**config.mk**
```make
export PLATFORM = sky130hd
export DESIGN_NAME = coef_pingpong_buffer
export DESIGN_NICKNAME = d
export VERILOG_FILES = /design/src/rtl/coef_pingpong_buffer_pkg.sv /design/src/rtl/coef_pingpong_buffer_bank.sv /design/src/rtl/coef_pingpong_buffer.sv
export SDC_FILE = /design/constraint.sdc
export NUM_CORES = 1
export LEC_CHECK = 0
export CAP_MARGIN = 5
export CORE_ASPECT_RATIO = 1.4
export CORE_MARGIN = 1.5
export CORE_UTILIZATION = 49
export DETAILED_ROUTE_END_ITERATION = 16
export GPL_TIMING_DRIVEN = 0
export PLACE_DENSITY = 0.76
export SLEW_MARGIN = 20
export SYNTH_ARGS = -nofsm -noshare
export SYNTH_HDL_FRONTEND = slang
export SYNTH_SLANG_ARGS = --single-unit
```
**constraint.sdc**
```tcl
create_clock -name clk -period 7.3 [get_ports clk]
set_input_delay 1.46 -clock clk [delete_from_list [all_inputs] [get_ports clk]]
set_output_delay 1.46 -clock clk [all_outputs]
set_load 0.02 [all_outputs]
```
**src/rtl/coef_pingpong_buffer_pkg.sv**
```systemverilog
// Shared definitions for the ping-pong FIR coefficient buffer.
// Latency: n/a (types only).
// Backpressure: n/a (types only).
package coef_pingpong_buffer_pkg;

    // Load/commit FSM states; the encoding is fixed so that state dumps
    // match the loader firmware's view of the block.
    typedef enum logic [1:0] {
        S_IDLE = 2'd0,
        S_FILL = 2'd1,
        S_FULL = 2'd2,
        S_PEND = 2'd3
    } state_t;

endpackage

```
**src/rtl/coef_pingpong_buffer_bank.sv**
```systemverilog
// One coefficient bank: DEPTH x WIDTH registers with a single indexed write port.
// Latency: a write is visible on data the cycle after we is sampled.
// Backpressure: none; the write is taken whenever we is high.
//
// Ports:
//   clk, reset        clock and asynchronous active-high reset (clears all entries)
//   we, waddr, wdata  write enable, entry index, coefficient value
//   data              all entries flattened, entry j at data[j*WIDTH +: WIDTH]
module coef_bank #(
    parameter int WIDTH = 27,
    parameter int DEPTH = 4,
    parameter int AW    = (DEPTH > 1) ? $clog2(DEPTH) : 1
) (
    input  logic                   clk,
    input  logic                   reset,
    input  logic                   we,
    input  logic [AW-1:0]          waddr,
    input  logic [WIDTH-1:0]       wdata,
    output logic [WIDTH*DEPTH-1:0] data
);

    logic [WIDTH-1:0] mem [DEPTH];

    always_ff @(posedge clk or posedge reset) begin
        if (reset) begin
            for (int i = 0; i < DEPTH; i++) begin
                mem[i] <= '0;
            end
        end else if (we) begin
            mem[waddr] <= wdata;
        end
    end

    always_comb begin
        data = '0;
        for (int j = 0; j < DEPTH; j++) begin
            data[j*WIDTH +: WIDTH] = mem[j];
        end
    end

endmodule

```
**src/rtl/coef_pingpong_buffer.sv**
```systemverilog
// Double-buffered FIR coefficient store: load the shadow bank, swap on a frame tick.
// Latency: dataout changes the cycle after the frame_tick edge that performs a swap.
// Backpressure: load_ready is high only while filling; beats offered otherwise are dropped.
//
// Ports:
//   clk, reset                       FIR clock, asynchronous active-high reset
//   load_start                       restart a shadow load from entry 0
//   load_valid, load_ready, load_data coefficient stream into the shadow bank
//   commit                           request a swap once the shadow bank is full
//   frame_tick                       sample boundary; the only point a swap happens
//   dataout                          active bank, coef j at dataout[j*WIDTH +: WIDTH]
//   active_bank                      which bank drives dataout
//   shadow_full                      shadow bank holds a complete set (FULL or PEND)
//   swap_done                        one-cycle pulse after a swap
//   err                              sticky protocol error, cleared by reset or load_start
module coef_pingpong_buffer
    import coef_pingpong_buffer_pkg::*;
#(
    parameter int WIDTH = 27,
    parameter int DEPTH = 4
) (
    input  logic                   clk,
    input  logic                   reset,
    input  logic                   load_start,
    input  logic                   load_valid,
    output logic                   load_ready,
    input  logic [WIDTH-1:0]       load_data,
    input  logic                   commit,
    input  logic                   frame_tick,
    output logic [WIDTH*DEPTH-1:0] dataout,
    output logic                   active_bank,
    output logic                   shadow_full,
    output logic                   swap_done,
    output logic                   err
);

    localparam int AW = (DEPTH > 1) ? $clog2(DEPTH) : 1;
    localparam logic [AW-1:0] LAST = AW'(DEPTH - 1);

    state_t                   state, state_nxt;
    logic [AW-1:0]            wptr, wptr_nxt;
    logic                     err_nxt;
    logic                     swap;
    logic                     wr_en;
    logic                     bank0_we, bank1_we;
    logic [WIDTH*DEPTH-1:0]   bank0_q, bank1_q;

    // State register plus the small amount of per-state bookkeeping.
    always_ff @(posedge clk or posedge reset) begin
        if (reset) begin
            state       <= S_IDLE;
            wptr        <= '0;
            err         <= 1'b0;
            active_bank <= 1'b0;
            swap_done   <= 1'b0;
        end else begin
            state       <= state_nxt;
            wptr        <= wptr_nxt;
            err         <= err_nxt;
            active_bank <= active_bank ^ swap;
            swap_done   <= swap;
        end
    end

    // Next-state logic. load_start takes priority over everything else it
    // can collide with, so a restarted load always begins clean.
    always_comb begin
        state_nxt = state;
        wptr_nxt  = wptr;
        err_nxt   = err;
        swap      = 1'b0;
        case (state)
            S_IDLE: begin
                if (load_start) begin
                    state_nxt = S_FILL;
                    wptr_nxt  = '0;
                    err_nxt   = 1'b0;
                end else if (commit) begin
                    err_nxt = 1'b1;
                end
            end
            S_FILL: begin
                if (load_start) begin
                    // Restart; any beat offered this cycle is dropped.
                    wptr_nxt = '0;
                    err_nxt  = 1'b0;
                end else begin
                    if (load_valid) begin
                        if (wptr == LAST) begin
                            state_nxt = S_FULL;
                            wptr_nxt  = '0;
                        end else begin
                            wptr_nxt = wptr + 1'b1;
                        end
                    end
                    if (commit) begin
                        err_nxt = 1'b1;
                    end
                end
            end
            S_FULL: begin
                if (load_start) begin
                    state_nxt = S_FILL;
                    wptr_nxt  = '0;
                    err_nxt   = 1'b0;
                end else if (commit) begin
                    // A frame_tick in this same cycle is deliberately not
                    // used: the swap waits for the following tick.
                    state_nxt = S_PEND;
                end
            end
            S_PEND: begin
                if (frame_tick) begin
                    swap      = 1'b1;
                    state_nxt = S_IDLE;
                end
                if (load_start || commit) begin
                    err_nxt = 1'b1;
                end
            end
            default: state_nxt = S_IDLE;
        endcase
    end

    // Outputs and write steering. Writes always target the bank that is not
    // driving dataout, so the taps never see a partial set.
    always_comb begin
        load_ready  = (state == S_FILL);
        shadow_full = (state == S_FULL) || (state == S_PEND);
        wr_en       = load_ready && load_valid && !load_start;
        bank0_we    = wr_en &&  active_bank;
        bank1_we    = wr_en && !active_bank;
        dataout     = active_bank ? bank1_q : bank0_q;
    end

    coef_bank #(.WIDTH(WIDTH), .DEPTH(DEPTH), .AW(AW)) bank0 (
        .clk   (clk),
        .reset (reset),
        .we    (bank0_we),
        .waddr (wptr),
        .wdata (load_data),
        .data  (bank0_q)
    );

    coef_bank #(.WIDTH(WIDTH), .DEPTH(DEPTH), .AW(AW)) bank1 (
        .clk   (clk),
        .reset (reset),
        .we    (bank1_we),
        .waddr (wptr),
        .wdata (load_data),
        .data  (bank1_q)
    );

endmodule

```
Yosys cells after proc, flatten, opt, wreduce, memory -nomap -nowiden:

Cells that the tools add are included.

* flip-flop bits (word level): 223
* output and inout bits: 113

* $add $sub $neg: 1
* magnitude comparators: 2
* eq/ne operators: 15
* multiplexer cells: 25
* bitwise gates (word level): 2
* reductions and logical operators: 16

Operator list (count)
* $bwmux W108: 2
* $mux W108: 1
* $demux W27 S2: 1
* $mux W27: 1
* $mux W2: 11
* $ne A2 B2 Y1 const B: 6
* $pmux W2 S4: 1
* $eq A2 B2 Y1 const B: 3
* $mux W1: 6
* $ne A3 B3 Y1 const B: 2
* $reduce_and A3 Y1: 2
* $reduce_and A6 Y1: 1
* $logic_and A1 B1 Y1: 5
* $ne A2 B1 Y1 const B: 2
* $pmux W2 S2: 1
* $reduce_or A2 Y1: 2
* $ge A3 B3 Y1 const B: 1
* $lt A3 B1 Y1 const B: 1
* $ne A3 B1 Y1 const B: 1
* $not A2 Y3: 1
* $pmux W1 S3: 1
* $add A2 B1 Y2 const B: 1
* $eq A2 B1 Y1 const B: 1
* $logic_not A1 Y1: 2
* 4 further kinds: 5

Longest topological paths before layout:

* depth after elaboration: 6
* gate-level depth with buffers: 6
* gate-level depth less buffers: 4

Cells and area by module:

A second synthesis with hierarchy kept.

* cell total of the unflattened synthesis: 620
* area total of the unflattened synthesis: 10363.7 um^2

By module, submodules not included
* coef_bank: instances 2, cells each 232, area each 4369.2 um^2
* coef_pingpong_buffer: instances 1, cells each 156, area each 1625.3 um^2

Worst setup path before layout:

No wires, ideal clock.

* path kind: register to output
* start: register active_bank
* end: output dataout[73]
* arrival: 1.566 ns
* setup slack: 4.274 ns
* stages on the path, launching flop included: 5
* cells stage by stage: dfrtp_1 > buf_2 > buf_2 > buf_2 > mux2_2

* cells in the longest elaborated chain, start to end: 1

Ends and longest elaborated chain
* start, declared: RTL line coef_pingpong_buffer.sv:31 `output logic active_bank,`
* start signal, assigned: RTL line coef_pingpong_buffer.sv:60 `active_bank <= active_bank ^ swap;`
* $mux W108: RTL line coef_pingpong_buffer.sv:133 `dataout = active_bank ? bank1_q : bank0_q;`
* end, declared: RTL line coef_pingpong_buffer.sv:30 `output logic [WIDTH*DEPTH-1:0] dataout,`

Every way passes these cells.

Worst setup path in the final report:

* start: register active_bank
* end: output dataout[76]

Same word-level chain as after synthesis.

==> results.rst <==
.. list-table::
   :header-rows: 1

   * - Metric
     - Value
   * - Run status
     - complete, no violations
   * - Finished Core Util
     - 62.7%
   * - Yosys synthesis warning count
     - 0
   * - Number of distinct library cells after synthesis
     - 28
   * - Chain of cells forming the critical path
     - buf_2 > buf_2 > buf_2 > mux2_2 > clkdlybuf4s50_1
   * - Sequential fraction of the synthesis area
     - 54.9%
   * - Initial core utilization
     - 49.8%
   * - Fraction of layout cells with a size suffix above 1
     - 49.8%
   * - Height of the die
     - 173 µm
   * - Period utilization
     - between 50% and 60%
   * - Async S/R FF share, synth
     - 100%
   * - Horizontal extent of the die
     - between 100 and 150 µm
   * - Leakage power summed over all cells
     - 5.96 nW
   * - Number of endpoints failing setup at the final stage
     - 0
   * - Clock tree from TritonCTS
     - built
   * - Global Route Usage Sum
     - 22.0%
   * - Minimum period implied by the final worst setup slack
     - 4330 ps
   * - Area used by sequential logic in the layout
     - 0.00558 mm²
   * - Wire length of the first global-routing pass
     - around 38000 µm
   * - Combinational family with the most area after synthesis
     - multiplexers
   * - # resized after CTS
     - 0
   * - Critical path's most frequent cell
     - buf_2
   * - Achievable frequency
     - 0.231 GHz
   * - Xor and xnor area share after synthesis
     - 0.0861%
   * - Later-pin clock latency in the skew report
     - about 500 ps
   * - Top-area cell type share of the netlist area
     - 54.9%
   * - Hold buffer count at CTS
     - 0
   * - Final wirelength
     - 23100 µm
   * - Compound-Gate Fraction of Synth Area
     - 0.714%
   * - Number of synthesized register bits
     - 223
   * - Setup repair after global routing missed its margin
     - false
   * - Setup Total Neg Slack
     - 0 ps
   * - Number of diodes added for antenna fixing
     - 0
   * - Layout filler cell count
     - 1489
   * - Instance count of the mapped netlist
     - 624
   * - Final Hold Viols
     - 0
   * - Critical path type
     - reg -> out
   * - Buffer and inverter count on the worst path
     - 4
   * - CP startpoint kind
     - flop
   * - Clock buffers created by TritonCTS
     - 23
   * - Finished layout cell area
     - 0.0128 mm²
   * - Multi-input combinational cell area
     - 0.00424 mm²
   * - Area contributors post-synth
     - dfrtp_1 55%, mux2_2 27%, mux2_4 12%, buf_6 1.4%, buf_2 0.84%
   * - Crit path max-delay cell type
     - clkdlybuf4s50_1
   * - Number of synthesized flops with an enable pin
     - 0
   * - Top flip-flop cell by instance count after synthesis
     - dfrtp_1
   * - Library cell occupying the most area in the post-synthesis netlist
     - dfrtp_1
   * - Power density normalized to cell area
     - 412 mW/mm²
   * - Net count of the mapped netlist
     - 661
   * - Data required time at the worst endpoint
     - 5840 ps
   * - Worst setup EP type
     - output port
   * - Relative max-transition margin
     - about three fifths
   * - Number of maximum-capacitance constraint violations
     - 0
   * - Fraction of synthesized area in multiplexers
     - 38.9%
   * - Detailed-route via count
     - between 5000 and 6000
   * - Simple-Gate Fraction of Synth Area
     - about 1.5%
   * - Remaining DRCs
     - 0
   * - Clock input transition at the sequential cells of the worst setup and hold paths
     - 60 ps
   * - Core area
     - 0.0204 mm²
   * - Setup repair bufs after CTS
     - 0
   * - Growth of design area from synthesis to finish
     - 25.8%
   * - Pin count of the biggest net entering global routing
     - 38
   * - Largest delay share family, worst path
     - buffers and inverters
   * - Antenna violations before repair
     - 0
   * - Number of port buffers
     - around 140
   * - Remaining Overflow, GRT
     - 0
   * - Sink Count
     - approximately 220
   * - Post-Syn Area
     - 0.0102 mm²
   * - Routed via count divided by cell count
     - 5.41
   * - IR drop worst, VDD
     - 0.259 mV
   * - Vias in the first global route
     - 6619
   * - Die area
     - 0.0216 mm²
   * - Worst Skew
     - 8.67 ps
   * - Clk buf depth
     - 3
   * - Slowest Stage Delay on Critical Path
     - around 570 ps
   * - Placement-stage cell area
     - approximately 0.012 mm²
   * - First drt pass iteration count
     - 4
   * - Number of nets in the final layout
     - about 840
   * - Commonest cells post-synth
     - 244 x mux2_2, 223 x dfrtp_1, 80 x mux2_4, 17 x buf_2, 13 x buf_6
   * - Endpoint arrival time on the critical path
     - 2870 ps
   * - Post-DRT Antenna Nets
     - 0
   * - Number of placement rows
     - 62
   * - Placed wire-length estimate after detailed placement
     - about 16000 µm
   * - Largest fanout on the critical path
     - 10
   * - Clock Tree Root
     - clkbuf_16
   * - Average wire per cell in the routed design
     - roughly 22 µm
   * - Initial DRC Count
     - around 190
   * - Mean area per synthesized cell
     - 16.3 µm²
   * - Post-Synth Adder-Cell Area
     - 0.492%
   * - Hold crit path type
     - reg -> reg
   * - Number of placed I/O pins
     - 146
   * - Placer Congestion
     - around 0.79
   * - Most numerous cell in the Yosys netlist
     - mux2_2
   * - Htree depth
     - 1
   * - Number of pins with negative max-slew slack in the final report
     - 0
   * - Pin slew with the least headroom to its limit
     - 596 ps
==> worst register-to-register path: stages (launching register included) <==
cell	delay (ps)
dfrtp_1	420
inv_1	120
ha_1	250
nand3_2	270
buf_2	370
mux2_2	390
==> final timing paths <==
path / startpoint / endpoint / depth (start not counted) / slack [ps]
min reg2reg: bank1.data[36] / bank1.data[36] / 1 / 500
max: active_bank / dataout[76] / 5 / 2970
max reg2reg: wptr[0] / bank1.data[57] / 5 / 5370
min in group asynchronous: reset / bank1.data[38] / 2 / 1380
min: bank1.data[36] / bank1.data[36] / 1 / 500
max in group asynchronous: reset / bank0.data[79] / 5 / 4860
==> area by class of cell <==
class                      instances  share of cell area, %
buffer                            38                   2.61
clock inverter                     6                  0.656
inverter                           3                  0.117
clock buffer                      32                   5.08
tap                              256                   2.51
timing repair buffer             150                   12.2
multi-input combinational        360                   33.2
sequential                       223                   43.6
==> where the power goes <==
group | leakage [nW] | internal, mW | switching [mW]
Clock | 0.363 | 0.688 | 0.467
Combinational | 2.72 | 1.24 | 0.957
Sequential | 2.87 | 1.69 | 0.234
Total | 5.96 | 3.61 | 1.66
==> per-stage QoR <==
stage	hold WS (ps)	worst slack [ps]	power, mW	cells
2_1_floorplan	474	2930	3.24	624
3_3_place_gp	481	1560	4.04	1024
6_report	501	2970	5.27	1068
4_1_cts	502	2960	5.32	1068
3_5_place_dp	488	3500	4.14	1030
5_1_grt	513	2830	5.53	1068
==> placed cells by master (no fill, tap or decap), types with 2 or more instances in the layout <==
cell / synthesis / routed
clkbuf_16: 0 / 23
o21ai_0: 4 / 4
buf_12: 4 / 10
ha_1: 4 / 4
bufinv_16: 0 / 2
dfrtp_1: 223 / 223
clkdlybuf4s50_1: 0 / 144
a32oi_1: 2 / 2
buf_2: 17 / 17
mux2_2: 244 / 244
buf_6: 13 / 13
inv_1: 3 / 2
a21oi_1: 2 / 2
nor2b_1: 3 / 3
mux2_4: 80 / 80
clkbuf_8: 0 / 4
buf_4: 2 / 2
and3_1: 3 / 3
clkinv_2: 0 / 3
nand2_1: 2 / 2
nand3_2: 2 / 2
nand3b_1: 3 / 3
and4_1: 2 / 2
clkbuf_1: 2 / 7
==> flip-flops by register name (all words and copies together), names as in the netlist <==
signal	flops
swap_done	1
wptr	2
bank0.data	108
active_bank	1
bank1.data	108
err	1
state	2
==> cells by family after synthesis <==
family | after synthesis
xor gates and xnor gates | 1
adders and majority gates | 4
and+or+nand+nor | 19
AOI/OAI and AO/OA | 11
muxes | 325
DFF | 223
buffers and inverters | 41
==> metal layers <==
| metal | vias up | GRT usage, % | part of all wire [%] |
|---|---|---|---|
| li1 | 2596 | - | - |
| met1 | 3002 | 28.5 | 42 |
| met2 | 134 | 38.3 | 51 |
| met3 | 47 | 2.65 | 3.3 |
| met4 | 0 | 7.28 | 3.2 |
| met5 | - | 0 | 0 |
Note: power is estimated with default switching activity, not from simulation.
